--- config.mk ---
export PLATFORM = sky130hd
export DESIGN_NAME = reg_bank_access_ctrl_flat
export DESIGN_NICKNAME = d
export VERILOG_FILES = /design/src/rtl/reg_bank_access_ctrl_pkg.sv /design/src/rtl/reg_bank_access_ctrl_if.sv /design/src/rtl/reg_bank_access_ctrl_req_fifo.sv /design/src/rtl/reg_bank_access_ctrl.sv /design/src/flat_wrapper.sv
export SDC_FILE = /design/constraint.sdc
export NUM_CORES = 1
export LEC_CHECK = 0
export CORE_MARGIN = 2
export CORE_UTILIZATION = 53
export CTS_CLUSTER_DIAMETER = 30
export CTS_CLUSTER_SIZE = 10
export DETAILED_ROUTE_END_ITERATION = 12
export PLACE_DENSITY = 0.85
export SYNTH_ARGS = -nofsm -noshare
export SYNTH_HDL_FRONTEND = slang
export SYNTH_SLANG_ARGS = --single-unit
--- constraint.sdc ---
create_clock -name clk -period 3.2 [get_ports clk]
set_input_delay 0.48 -clock clk [delete_from_list [all_inputs] [get_ports clk]]
set_output_delay 0.48 -clock clk [all_outputs]
set_load 0.01 [all_outputs]
--- src/rtl/reg_bank_access_ctrl_pkg.sv ---
// Shared types for the register-bank request sequencer.
// RD_SIGN_EXT_EN: when defined, 8-bit reads are sign-extended instead of zero-extended.
package reg_bank_pkg;

    localparam int REG_COUNT = 8;
    localparam int REG_W     = $clog2(REG_COUNT);

    typedef enum logic {
        READ  = 1'b0,
        WRITE = 1'b1
    } op_e;

    typedef struct packed {
        op_e              write;
        logic [REG_W-1:0] reg_sel;
        logic             size;
        logic             high;
        logic             alt;
        logic [15:0]      wdata;
    } bank_req_t;

    typedef enum logic [2:0] {
        IDLE,
        ISSUE,
        WAIT,
        RESP,
        TURN
    } state_e;

    // Byte-lane selection and extension of a sampled bus word.
    function automatic logic [15:0] rd_align(input logic size, input logic high,
                                             input logic [15:0] data);
        logic [7:0] b;
        b = high ? data[15:8] : data[7:0];
        if (size) return data;
`ifdef RD_SIGN_EXT_EN
        return {{8{b[7]}}, b};
`else
        return {8'h00, b};
`endif
    endfunction

endpackage

--- src/rtl/reg_bank_access_ctrl_if.sv ---
// Request, response and bank-pin bundle of the register-bank sequencer.
interface reg_bank_access_ctrl_if;
    import reg_bank_pkg::*;

    logic             req_valid;
    logic             req_ready;
    logic             req_write;
    logic [REG_W-1:0] req_reg;
    logic             req_size;
    logic             req_high;
    logic             req_alt;
    logic [15:0]      req_wdata;

    logic             rsp_valid;
    logic             rsp_ready;
    logic             rsp_write;
    logic [15:0]      rsp_data;

    logic [REG_W-1:0] bank_select_reg;
    logic             bank_size;
    logic             bank_high_low;
    logic             bank_data_h;
    logic             bank_read_write;
    logic [15:0]      bank_data_out;
    logic             bank_data_oe;
    logic [15:0]      bank_data_in;

    modport slave (
        input  req_valid, req_write, req_reg, req_size, req_high, req_alt, req_wdata,
        output req_ready,
        output rsp_valid, rsp_write, rsp_data,
        input  rsp_ready,
        output bank_select_reg, bank_size, bank_high_low, bank_data_h, bank_read_write,
        output bank_data_out, bank_data_oe,
        input  bank_data_in
    );

    modport master (
        output req_valid, req_write, req_reg, req_size, req_high, req_alt, req_wdata,
        input  req_ready,
        input  rsp_valid, rsp_write, rsp_data,
        output rsp_ready,
        input  bank_select_reg, bank_size, bank_high_low, bank_data_h, bank_read_write,
        input  bank_data_out, bank_data_oe,
        output bank_data_in
    );

endinterface

--- src/rtl/reg_bank_access_ctrl_req_fifo.sv ---
// Synchronous request FIFO; flags come straight from registered pointers.
module req_fifo
    import reg_bank_pkg::*;
#(
    parameter int FIFO_DEPTH = 4
) (
    input  logic      clk,
    input  logic      reset,
    input  logic      push,
    input  bank_req_t push_data,
    input  logic      pop,
    output bank_req_t pop_data,
    output logic      full,
    output logic      empty
);
    localparam int AW = $clog2(FIFO_DEPTH);

    bank_req_t     mem [FIFO_DEPTH];
    logic [AW:0]   wptr;
    logic [AW:0]   rptr;

    always_ff @(posedge clk or negedge reset) begin
        if (!reset) begin
            wptr <= '0;
            rptr <= '0;
        end else begin
            if (push) wptr <= wptr + 1'b1;
            if (pop)  rptr <= rptr + 1'b1;
        end
    end

    always_ff @(posedge clk) begin
        if (push) mem[wptr[AW-1:0]] <= push_data;
    end

    // Extra pointer MSB distinguishes full from empty when the indices match.
    assign empty    = (wptr == rptr);
    assign full     = (wptr[AW] != rptr[AW]) && (wptr[AW-1:0] == rptr[AW-1:0]);
    assign pop_data = mem[rptr[AW-1:0]];

endmodule

--- src/rtl/reg_bank_access_ctrl.sv ---
// Register-bank request sequencer: FIFO-buffered requests, bank pin sequencing with bus turnaround.
// RD_SIGN_EXT_EN selects sign extension of 8-bit reads (see reg_bank_pkg::rd_align).
module reg_bank_access_ctrl
    import reg_bank_pkg::*;
#(
    parameter int FIFO_DEPTH = 4,
    parameter int READ_LAT   = 1
) (
    input  logic                   clk,
    input  logic                   reset,
    reg_bank_access_ctrl_if.slave  io
);
    localparam logic [1:0] WAIT_LAST = 2'(READ_LAT - 2);

    state_e      state;
    state_e      state_nx;
    bank_req_t   cur;
    bank_req_t   head;
    bank_req_t   in_req;
    logic        full;
    logic        empty;
    logic        push;
    logic        pop;
    logic        capture;
    logic        drive;
    logic        is_wr;
    logic [1:0]  wait_cnt;
    logic [15:0] rsp_data_q;
    logic        rsp_write_q;

    assign in_req = '{write:   op_e'(io.req_write),
                      reg_sel: io.req_reg,
                      size:    io.req_size,
                      high:    io.req_high,
                      alt:     io.req_alt,
                      wdata:   io.req_wdata};

    assign push         = io.req_valid && !full;
    assign io.req_ready = !full;

    req_fifo #(.FIFO_DEPTH(FIFO_DEPTH)) u_fifo (
        .clk       (clk),
        .reset     (reset),
        .push      (push),
        .push_data (in_req),
        .pop       (pop),
        .pop_data  (head),
        .full      (full),
        .empty     (empty)
    );

    assign is_wr   = (cur.write == WRITE);
    assign capture = (state == ISSUE && !is_wr && READ_LAT == 1) ||
                     (state == WAIT && wait_cnt == WAIT_LAST);

    always_comb begin
        state_nx = state;
        pop      = 1'b0;
        case (state)
            IDLE: begin
                if (!empty) begin
                    pop      = 1'b1;
                    state_nx = ISSUE;
                end
            end
            ISSUE: begin
                if (is_wr || READ_LAT == 1) state_nx = RESP;
                else                        state_nx = WAIT;
            end
            WAIT: begin
                if (wait_cnt == WAIT_LAST) state_nx = RESP;
            end
            RESP: begin
                if (io.rsp_ready) begin
                    if (is_wr) begin
                        state_nx = TURN;
                    end else if (!empty) begin
                        pop      = 1'b1;
                        state_nx = ISSUE;
                    end else begin
                        state_nx = IDLE;
                    end
                end
            end
            TURN: begin
                if (!empty) begin
                    pop      = 1'b1;
                    state_nx = ISSUE;
                end else begin
                    state_nx = IDLE;
                end
            end
            default: state_nx = IDLE;
        endcase
    end

    always_ff @(posedge clk or negedge reset) begin
        if (!reset) begin
            state       <= IDLE;
            cur         <= '0;
            wait_cnt    <= '0;
            rsp_data_q  <= '0;
            rsp_write_q <= 1'b0;
        end else begin
            state    <= state_nx;
            wait_cnt <= (state == WAIT) ? wait_cnt + 2'd1 : 2'd0;
            if (pop) cur <= head;
            if (capture) begin
                rsp_data_q  <= rd_align(cur.size, cur.high, io.bank_data_in);
                rsp_write_q <= 1'b0;
            end else if (state == ISSUE && is_wr) begin
                rsp_data_q  <= '0;
                rsp_write_q <= 1'b1;
            end
        end
    end

    assign io.rsp_valid = (state == RESP);
    assign io.rsp_write = rsp_write_q;
    assign io.rsp_data  = rsp_data_q;

    // Pins are pure decodes of registered state so reset clears them (and oe) at once.
    assign drive              = (state == ISSUE) || (state == WAIT);
    assign io.bank_select_reg = drive ? cur.reg_sel : '0;
    assign io.bank_size       = drive && cur.size;
    assign io.bank_high_low   = drive && !cur.size && cur.high;
    assign io.bank_data_h     = drive && cur.alt;
    assign io.bank_read_write = drive && is_wr;
    assign io.bank_data_oe    = (state == ISSUE) && is_wr;
    assign io.bank_data_out   = !(drive && is_wr) ? 16'h0000 :
                                cur.size ? cur.wdata : {cur.wdata[7:0], cur.wdata[7:0]};

endmodule

--- src/flat_wrapper.sv ---
// flat-port wrapper written by rule: the top's interface ports become plain ports
module reg_bank_access_ctrl_flat import reg_bank_pkg::*;
#(
    parameter int FIFO_DEPTH = 4,
    parameter int READ_LAT   = 1
)
  (clk, reset, io_req_valid, io_req_write, io_req_reg, io_req_size, io_req_high, io_req_alt, io_req_wdata, io_req_ready, io_rsp_valid, io_rsp_write, io_rsp_data, io_rsp_ready, io_bank_select_reg, io_bank_size, io_bank_high_low, io_bank_data_h, io_bank_read_write, io_bank_data_out, io_bank_data_oe, io_bank_data_in);
  reg_bank_access_ctrl_if io_i ();
  input  logic clk;
  input  logic reset;
  input wire logic [$bits(io_i.req_valid)-1:0] io_req_valid;
  input wire logic [$bits(io_i.req_write)-1:0] io_req_write;
  input wire logic [$bits(io_i.req_reg)-1:0] io_req_reg;
  input wire logic [$bits(io_i.req_size)-1:0] io_req_size;
  input wire logic [$bits(io_i.req_high)-1:0] io_req_high;
  input wire logic [$bits(io_i.req_alt)-1:0] io_req_alt;
  input wire logic [$bits(io_i.req_wdata)-1:0] io_req_wdata;
  output wire logic [$bits(io_i.req_ready)-1:0] io_req_ready;
  output wire logic [$bits(io_i.rsp_valid)-1:0] io_rsp_valid;
  output wire logic [$bits(io_i.rsp_write)-1:0] io_rsp_write;
  output wire logic [$bits(io_i.rsp_data)-1:0] io_rsp_data;
  input wire logic [$bits(io_i.rsp_ready)-1:0] io_rsp_ready;
  output wire logic [$bits(io_i.bank_select_reg)-1:0] io_bank_select_reg;
  output wire logic [$bits(io_i.bank_size)-1:0] io_bank_size;
  output wire logic [$bits(io_i.bank_high_low)-1:0] io_bank_high_low;
  output wire logic [$bits(io_i.bank_data_h)-1:0] io_bank_data_h;
  output wire logic [$bits(io_i.bank_read_write)-1:0] io_bank_read_write;
  output wire logic [$bits(io_i.bank_data_out)-1:0] io_bank_data_out;
  output wire logic [$bits(io_i.bank_data_oe)-1:0] io_bank_data_oe;
  input wire logic [$bits(io_i.bank_data_in)-1:0] io_bank_data_in;
  assign io_i.req_valid = io_req_valid;
  assign io_i.req_write = io_req_write;
  assign io_i.req_reg = io_req_reg;
  assign io_i.req_size = io_req_size;
  assign io_i.req_high = io_req_high;
  assign io_i.req_alt = io_req_alt;
  assign io_i.req_wdata = io_req_wdata;
  assign io_req_ready = io_i.req_ready;
  assign io_rsp_valid = io_i.rsp_valid;
  assign io_rsp_write = io_i.rsp_write;
  assign io_rsp_data = io_i.rsp_data;
  assign io_i.rsp_ready = io_rsp_ready;
  assign io_bank_select_reg = io_i.bank_select_reg;
  assign io_bank_size = io_i.bank_size;
  assign io_bank_high_low = io_i.bank_high_low;
  assign io_bank_data_h = io_i.bank_data_h;
  assign io_bank_read_write = io_i.bank_read_write;
  assign io_bank_data_out = io_i.bank_data_out;
  assign io_bank_data_oe = io_i.bank_data_oe;
  assign io_i.bank_data_in = io_bank_data_in;
  reg_bank_access_ctrl #(.FIFO_DEPTH(FIFO_DEPTH), .READ_LAT(READ_LAT)) u_core (.clk(clk), .reset(reset), .io(io_i));
endmodule
; Word-level counts from Yosys, hierarchy flattened
; Memories as Yosys holds them, arrays and structs flattened. A register that Yosys moved wholly into a read port is not among the register bits.
; Cells that the tools add are included.
[classes]
muxes = 25
n_eq_ne = 11
n_div = 0
addsub = 3
bitwise_logic = 0
n_mul = 0
reduce_logical = 20
shift = 0
n_lt_le_gt_ge = 0
[op_table]
columns = cell, n
row1 = $mux 16, 6
row2 = $mux 3, 5
row3 = $pmux 3 s5, 1
row4 = $logic_and 1x1->1, 10
row5 = $mux 1, 10
row6 = $mux 8, 1
row7 = $add 3x1->3 const B, 2
row8 = $eq 3x2->1 const B, 2
row9 = $logic_not 1->1, 4
row10 = $ne 2x1->1 const B, 2
row11 = $eq 3x1->1 const B, 1
row12 = $eq 3x3->1, 1
row13 = $eq 3x3->1 const B, 1
row14 = $logic_not 3->1, 1
row15 = $reduce_and 3->1, 1
row16 = $add 2x1->2 const B, 1
row17 = $eq 2x2->1, 1
row18 = $eq 2x2->1 const B, 1
row19 = $logic_or 1x1->1, 2
row20 = $mux 2, 1
row21 = $ne 2x2->1 const B, 1
row22 = $pmux 1 s2, 1
row23 = $reduce_bool 2->1, 1
row24 = $reduce_or 2->1, 1
row25 = $ne 1x1->1, 1
[word_totals]
n_memories = 1
rom_bits = 0
elab_cells = 66
regBits = 28
mem_bits_rw = 92
output_inout_bits = 43
input_bits = 43
latch_bits = 0
[mem_list]
columns = name, words, word_bits, read_ports, rd_clocked_by_memory_dff, write_ports, line_no
row1 = u_core.u_fifo.mem, 4, 23, 1, 1, 1, reg_bank_access_ctrl_req_fifo.sv:18  ; bank_req_t mem [FIFO_DEPTH];

; Logic depth before layout (Yosys ltp)
; Gate-level depths: netlist of run 1.
[depth]
ltp_word = 6
depth_mapped = 6
ltp_nobuf = 5

; By module
; A second synthesis of run 1 with hierarchy kept.
[hier_totals]
hier_cells = 321
hier_area_um2 = 5920.7
[by_module_without_submodules]
columns = mod, instances, cells_per_inst, seq_area_each_um2, area_per_inst_um2
row1 = req_fifo, 1, 151, 2912.8, 3708.6
row2 = reg_bank_access_ctrl, 1, 170, 1126.1, 2212.1

; Worst setup path after synthesis of run 1
; OpenSTA, ideal clock, no wires.
[synth_path]
path_type = register to register
startpoint = reg u_core.u_fifo.rptr[1]
endpoint = mem u_core.u_fifo.mem[3][0] (netlist name) (enable)
stages_incl_launch_ff = 5
synth_period_minus_slack_ns = 2.086
setup_time_ns = 0.383
path_slack_ns = 1.114
arrival_ns = 1.703
path_cell_list = dfrtp_1 -> buf_6 -> xnor2_2 -> a31oi_1 -> and2_1
[synth_between]
elab_chain_cells = 6
[synth_rtl]
columns = item, line_no
row1 = from (decl), reg_bank_access_ctrl_req_fifo.sv:20  ; logic [AW:0] rptr;
row2 = from (signal assigned), reg_bank_access_ctrl_req_fifo.sv:28  ; if (pop) rptr <= rptr + 1'b1;
row3 = $eq 2x2->1, reg_bank_access_ctrl_req_fifo.sv:38  ; assign full = (wptr[AW] != rptr[AW]) && (wptr[AW-1:0] == rptr[AW-1:0]);
row4 = $logic_and 1x1->1, reg_bank_access_ctrl_req_fifo.sv:38
row5 = $logic_not 1->1, reg_bank_access_ctrl.sv:38  ; assign push = io.req_valid && !full;
row6 = $logic_and 1x1->1, reg_bank_access_ctrl.sv:38
row7 = $mux 1, reg_bank_access_ctrl_req_fifo.sv:33  ; if (push) mem[wptr[AW-1:0]] <= push_data;
row8 = $mux 1 (not written as such), reg_bank_access_ctrl_req_fifo.sv:33
row9 = to (decl), reg_bank_access_ctrl_req_fifo.sv:18
; No other way between the ends.

; Worst setup path after layout of run 1
[layout_path]
startpoint = reg u_core.state[1]
endpoint = out io_bank_data_out[0]
[layout_between]
elab_chain_cells = 4
elab_cells_between_ends = 5
cone_classes = 2 x eq/ne / 1 x mux / 2 x reduce/logical
[layout_rtl]
columns = item, line_no
row1 = from (decl), reg_bank_access_ctrl.sv:15  ; state_e state;
row2 = from (signal assigned), reg_bank_access_ctrl.sv:105  ; state <= state_nx;
row3 = $eq 3x1->1 or $eq 3x2->1 (tied branches), reg_bank_access_ctrl.sv:123  ; assign drive = (state == ISSUE) || (state == WAIT);
row4 = $logic_or 1x1->1 (*), reg_bank_access_ctrl.sv:123
row5 = $logic_and 1x1->1 (*), reg_bank_access_ctrl.sv:130  ; assign io.bank_data_out = !(drive && is_wr) ? 16'h0000 :
row6 = $mux 16 (*), reg_bank_access_ctrl.sv:130
row7 = to (decl), flat_wrapper.sv:28  ; output wire logic [$bits(io_i.bank_data_out)-1:0] io_bank_data_out;
; Mark *: on every way between the ends. The rest lies on a longest branch, timed or not.

==> run metrics, run 1 <==
status completed; Die ar. 0.0120 sq mm; post-DR wirelength/cell approximately 20 um; Clk Latency, worst-skew pair around 0.51 ns; GRT Util Overall between 20% and 30%; Peak Freq 0.328 GHz; Clock Skew 0.0115 ns; Arr. time, crit path around 2.6 ns; critical path required time about 2.7 ns; vias in the first global route 3,408; Max clock buf depth 2; Die Wd around 110 um; Synth cell types 40; nets@finish about 470; routability congestion estimate from global placement about 0.8; starting density of the core a little over half; Synth Instances 324; syn nets roughly 370; Max FO, Critical Path 11; drt first-iter violations 220; startpoint types register; CTS sink cnt approximately 140; # port buffers 85; most common cell after layout, fill and taps aside edfxtp_1; num ports 86; commonest non-fill, non-tap cells in the layout edfxtp_1, clkdlybuf4s50_1, dfrtp_1; First-pass DRT Iterations 4; global-route wire length before repair ~18 mm; crit path kind register to output port; clock slew at reported path FFs roughly 0.060 ns; Area Growth Syn to Fin 26.1%; Fin Hold WS between 0.02 and 0.025 ns; top-area cell type share of the netlist area between 40 and 50%; DIE HEIGHT 110 um; dpl cells 543; CP Capture Type output port; unrepaired setup endpoints after global routing no; DP HPWL 7.40 mm; peak supply drop between 0.0005 and 0.0006 V; leading post-synthesis cells by cell area edfxtp_1, dfrtp_1, mux4_2; initial antenna violation count 1; headroom to the max-slew limit ~51%; Max-Cap Viols 0; Post-CTS Hold Fix Bufs 0; Tightest Pin Transition between 0.7 and 0.8 ns; grt ovf 0; Post-synth EDFFs 92; HP Class input pin to asynchronous set/reset pin; Hold Vio Cnt, Final 0; CTS Buf Count 17; Final TNS setup 0 ns; non-filler cells, final 575; syn_area_per_cell roughly 18 sq um; layout cells sized above 1 between 20% and 30%; largest net degree at the start of global routing 32; Core ar. between 0.01 and 0.015 sq mm; via count 3,233; antenna cells 0; row count 38; Antenna Nets Post-Route 0; Synth Flop Type edfxtp_1; final core utilization about two thirds; yosys warns 0; Tmin final just over 3 ns; H-tree depth 4; leakage about 2.9 nW; final setup violation count 0; clk root buf clkbuf_8; max-slew violations 0; CTS tree built; Post-Syn Area 0.00590 sq mm; Yosys reg bits about 140; area leader, netlist edfxtp_1; ys async rst share a little over a third; Vias/cell 5.62; Seq/Total Area, Yosys around two thirds; power density cells about 1000 mW/mm^2; DR DRC count 0; final wirelength 11.8 mm; fin crit share between 90% and 100%
[cells in the mapped netlist (2+ instances only)]
cell / instances
mux2_2: 5
and2_1: 16
mux2i_1: 16
buf_6: 4
edfxtp_1: 92
buf_12: 2
a22o_1: 8
nand2b_1: 2
mux4_2: 23
xnor2_1: 2
inv_1: 5
ha_1: 6
and3_1: 2
buf_4: 4
clkbuf_1: 4
xnor2_2: 2
a21boi_0: 2
nor2_1: 13
nor3_1: 4
mux2_4: 19
xor2_1: 4
dfrtp_1: 51
nor2_8: 2
o21ai_0: 10
nand2_1: 11
[flip-flops by register name, indices dropped and copies added, names as in the netlist]
register	cells
u_core.u_fifo.mem	92
u_core.cur	22
u_core.wait_cnt	2
u_core.state	3
u_core.u_fifo.wptr	3
u_core.io.rsp_write	1
u_core.u_fifo.rptr	3
u_core.is_wr	1
u_core.io.rsp_data	16
[final timing paths]
check / cells past startpoint / end / slack (ns) / start
min in group clk: 1 / u_core.wait_cnt[0]$_DFF_PN0_ / 0.48 / u_core.wait_cnt[0]$_DFF_PN0_
max: 5 / io_bank_data_out[0] / 0.15 / u_core.state[1]$_DFFE_PN0P_
max reg2reg: 4 / u_core.u_fifo.mem[3][5]$_DFFE_PP_ / 1.17 / u_core.u_fifo.wptr[1]$_DFFE_PN0P_
min: 1 / u_core.io.rsp_data[3]$_DFFE_PN0P_ / 0.02 / reset
max in group asynchronous: 2 / u_core.cur[10]$_DFFE_PN0P_ / 2.43 / reset
min reg2reg: 1 / u_core.wait_cnt[0]$_DFF_PN0_ / 0.48 / u_core.wait_cnt[0]$_DFF_PN0_
[area by class of cell]
| cell class | count | area, sq um |
|---|---|---|
| well taps | 140 | 175 |
| inverters | 5 | 22.5 |
| repair buffers | 93 | 906 |
| fillers | 697 | 3400 |
| flip-flops and latches | 143 | 4040 |
| multi-input cells | 162 | 1720 |
| clock buffers | 18 | 418 |
| clock inverters | 14 | 158 |
[power by group]
group          switching [mW]  total, mW  internal (mW)
sequential              0.359       2.95           2.59
clock                   0.757       1.88           1.12
combinational            1.35       2.96           1.61
total                    2.46       7.78           5.31
[metrics by stage]
stage / area, sq um / power, mW / worst slack (ns)
2_1_floorplan: 5900 / 4.92 / 1.11
3_3_place_gp: 6850 / 5.77 / 0.614
3_5_place_dp: 6850 / 5.90 / 0.554
4_1_cts: 7430 / 7.84 / 0.00952
5_1_grt: 7440 / 8.17 / 0.0406
6_report: 7440 / 7.78 / 0.148
[critical path, stage by stage (launching register included)]
cell and delay [ns]:
dfrtp_1 0.49, xnor2_2 0.21, or2_2 0.42, clkinvlp_4 0.19, and2_1 0.18, clkdlybuf4s50_1 0.56
[per-layer routing]
layer	global-route usage (%)	up-vias	wire, um
met5	0	-	13
li1	-	1432	-
met3	5.33	16	598
met2	37.6	98	6360
met4	6.42	2	116
met1	24.4	1685	4670
[logic make-up (layout without fill, tap and decap cells)]
group / count (synthesis) / after routing / share of synthesized area [%]
flops: 143 / 143 / 68.5
mux: 63 / 63 / 17.3
simple gates: 59 / 59 / 5.92
compound gates: 26 / 26 / 3.10
buf+inv: 19 / 130 / 2.52
xor+xnor: 8 / 8 / 1.44
fa+ha+maj: 6 / 6 / 1.27
[repair_timing]
item                                    4_1_cts  5_1_grt
gates resized for setup                       0        3
setup buffers                                 0        0
endpoints found under the setup margin        0        8
Power figures use the tool's default switching activity.
==> inputs of run 2 (changes only) <==
--- a/config.mk
+++ b/config.mk
@@ -5,12 +5,13 @@
 export SDC_FILE = /design/constraint.sdc
 export NUM_CORES = 1
 export LEC_CHECK = 0
+export CAP_MARGIN = 20
 export CORE_MARGIN = 2
-export CORE_UTILIZATION = 53
+export CORE_UTILIZATION = 30
 export CTS_CLUSTER_DIAMETER = 30
 export CTS_CLUSTER_SIZE = 10
 export DETAILED_ROUTE_END_ITERATION = 12
-export PLACE_DENSITY = 0.85
+export PLACE_DENSITY = 0.56
 export SYNTH_ARGS = -nofsm -noshare
 export SYNTH_HDL_FRONTEND = slang
 export SYNTH_SLANG_ARGS = --single-unit
==> run 2 against run 1 <==
Against the previous run:
- count of clock-buffer cells in the layout grew 1
- largest cell class unchanged
- design area grew 2.6%
- maximum frequency grew 0.75%
- routed wire length grew 5.1%
==> run metrics, run 2 (synthesis gave the netlist of run 1 again) <==
Post-CTS Hold Fix Bufs 0 (unchanged); final wirelength 12.4 mm (+5.1%); critical path required time 2.72 ns (about the same); leakage 2.88 nW (+0.91%); met1 GRT Util 16.1% (-8.3 points); GRT Util Overall 12.7% (-8.1 points); # port buffers 85 (unchanged); via count 3,151 (-2.5%); number of flip-flops in the largest register 92 (unchanged); initial antenna violation count 0 (-1); global-route wire length before repair 19.2 mm (+5.9%); antenna cells 0 (unchanged); Max-Cap Viols 0 (unchanged); clock slew at reported path FFs 0.06 ns (about the same); routability congestion estimate from global placement 0.752 (-4.3%); unrepaired setup endpoints after global routing no; dpl cells 668 (+23%); row count 51 (+34%); Max FO, Critical Path 12 (+1); M3 GR Usage 4.37% (-0.96 points); peak supply drop 0.000374 V (-34%); First-pass DRT Iterations 4 (unchanged); CP peak stage delay 0.55 ns (about the same); power density cells 1030 mW/mm^2 (-1.0%); RR Startpoint u_core.u_fifo.wptr[1]$_DFFE_PN0P_; DP HPWL 7.94 mm (+7.3%); post-DR wirelength/cell 17.6 um (-14%); Die ar. 0.0208 sq mm (+73%); CTS tree built; GR Util met2 20.8% (-17 points); Fin Hold WS 0.0902 ns (+0.0692 ns); Max clock buf depth 2 (unchanged); vias in the first global route 3,363 (-1.3%); Vias/cell 4.48 (-20%); starting density of the core 30.4% (-24 points); Peak Freq 0.330 GHz (+0.75%); DR DRC count 0 (unchanged); grt ovf 0 (unchanged); non-filler cells, final 703 (+22%); max-slew violations 0 (unchanged); final setup violation count 0 (unchanged); R2R cell count 4 (unchanged); Antenna Nets Post-Route 0 (unchanged); status completed; Tightest Pin Transition 0.665 ns (-0.0721 ns); Top delay family on crit path buffers and inverters; fin crit share 94.7% (-0.71 points); Core ar. 0.0194 sq mm (+79%); Area Growth Syn to Fin 29.4%; commonest non-fill, non-tap cells in the layout edfxtp_1, clkdlybuf4s50_1, dfrtp_1; Tmin final 3.03 ns (-0.0227 ns); CP Depth 6 (+1); cell area after layout 0.00764 sq mm (+2.6%); num ports 86 (unchanged); CTS sink cnt 143 (unchanged); slowest CP cell clkdlybuf4s50_1; headroom to the max-slew limit 55.7% (+4.8 points); DIE HEIGHT 144 um (+32%); crit path kind register to output port; Arr. time, crit path 2.55 ns (-0.02 ns); Clk Latency, worst-skew pair 0.42 ns (-0.09 ns); Die Wd 144 um (+32%); CP Capture Type output port; H-tree depth 4 (unchanged); gr busiest metal met2; most common cell after layout, fill and taps aside edfxtp_1; CTS Buf Count 17 (unchanged); clk root buf clkbuf_16; nets@finish 474 (+0.64%); CP cell instances xnor2_2, or2_2, clkinvlp_4, buf_4, and2_1, clkdlybuf4s50_1; total power 7.90 mW (+1.6%); Worst Setup SP u_core.state[0]$_DFFE_PN0P_; Clock Skew 0.00578 ns (-0.00569 ns); drt first-iter violations 162 (-26%); Placed Area 0.00701 sq mm (+2.3%); HP Class input pin to asynchronous set/reset pin; layout cells sized above 1 22.4% (-0.15 points); startpoint types register; largest net degree at the start of global routing 27 (-16%); Final TNS setup 0 ns (unchanged); Buf/Inv on CP 3 (+1); Hold Vio Cnt, Final 0 (unchanged)
## run 2: cell type report
cell class | instances | area (sq um)
Timing Repair Buffer | 96 | 928
Inverter | 5 | 22.5
Tap cell | 265 | 332
Fill cell | 1827 | 11800
Sequential cell | 143 | 4040
Multi-Input combinational cell | 162 | 1720
Clock buffer | 19 | 433
Clock inverter | 13 | 161
## run 2: final timing paths
path	slack [ns]	end
min in group clk	0.47	u_core.wait_cnt[0]$_DFF_PN0_
worst min register to register	0.47	u_core.wait_cnt[0]$_DFF_PN0_
worst max register to register	1.15	u_core.u_fifo.mem[3][10]$_DFFE_PP_
worst min-delay path	0.09	u_core.u_fifo.rptr[2]$_DFFE_PN0P_
max in group asynchronous	2.44	u_core.io.rsp_data[6]$_DFFE_PN0P_
worst max-delay path	0.17	io_bank_data_out[0]
## run 2: stage by stage
| step | util [%] | worst slack (ns) |
|---|---|---|
| after floorplan | - | 1.11 |
| after global placement | 36.1 | 0.480 |
| after detailed placement | 36.1 | 0.420 |
| after CTS | 39.3 | 0.122 |
| after global routing | 39.4 | 0.0229 |
| final | 39.4 | 0.171 |
## run 2: worst reg2reg max path, delay by kind of cell (launching register included)
kind                   cells  cell delay, ns
buffers and inverters      1            0.36
AND/OR/NAND/NOR            1            0.25
flip-flops                 1            0.44
AO/OA/AOI/OAI              1            0.48
XOR/XNOR                   1            0.17
## run 2: what timing repair did
action,in CTS,in global routing
setup buffers,3,0
setup endpoints to repair,2,8
hold endpoints to repair,0,0
gates resized for setup,1,1
## run 2: metal layers
layer  wire (um)  part of all wire, %
met2        6000                   48
met3         694                  5.6
met5           0                    0
met4         127                  1.0
met1        5550                   45
## run 2: report_power, final
part	switching [mW]	internal, mW	total, mW
Sequential	0.330	2.58	2.91
Combinational	1.37	1.63	3.00
Clock	0.764	1.23	1.99
Total	2.46	5.44	7.90
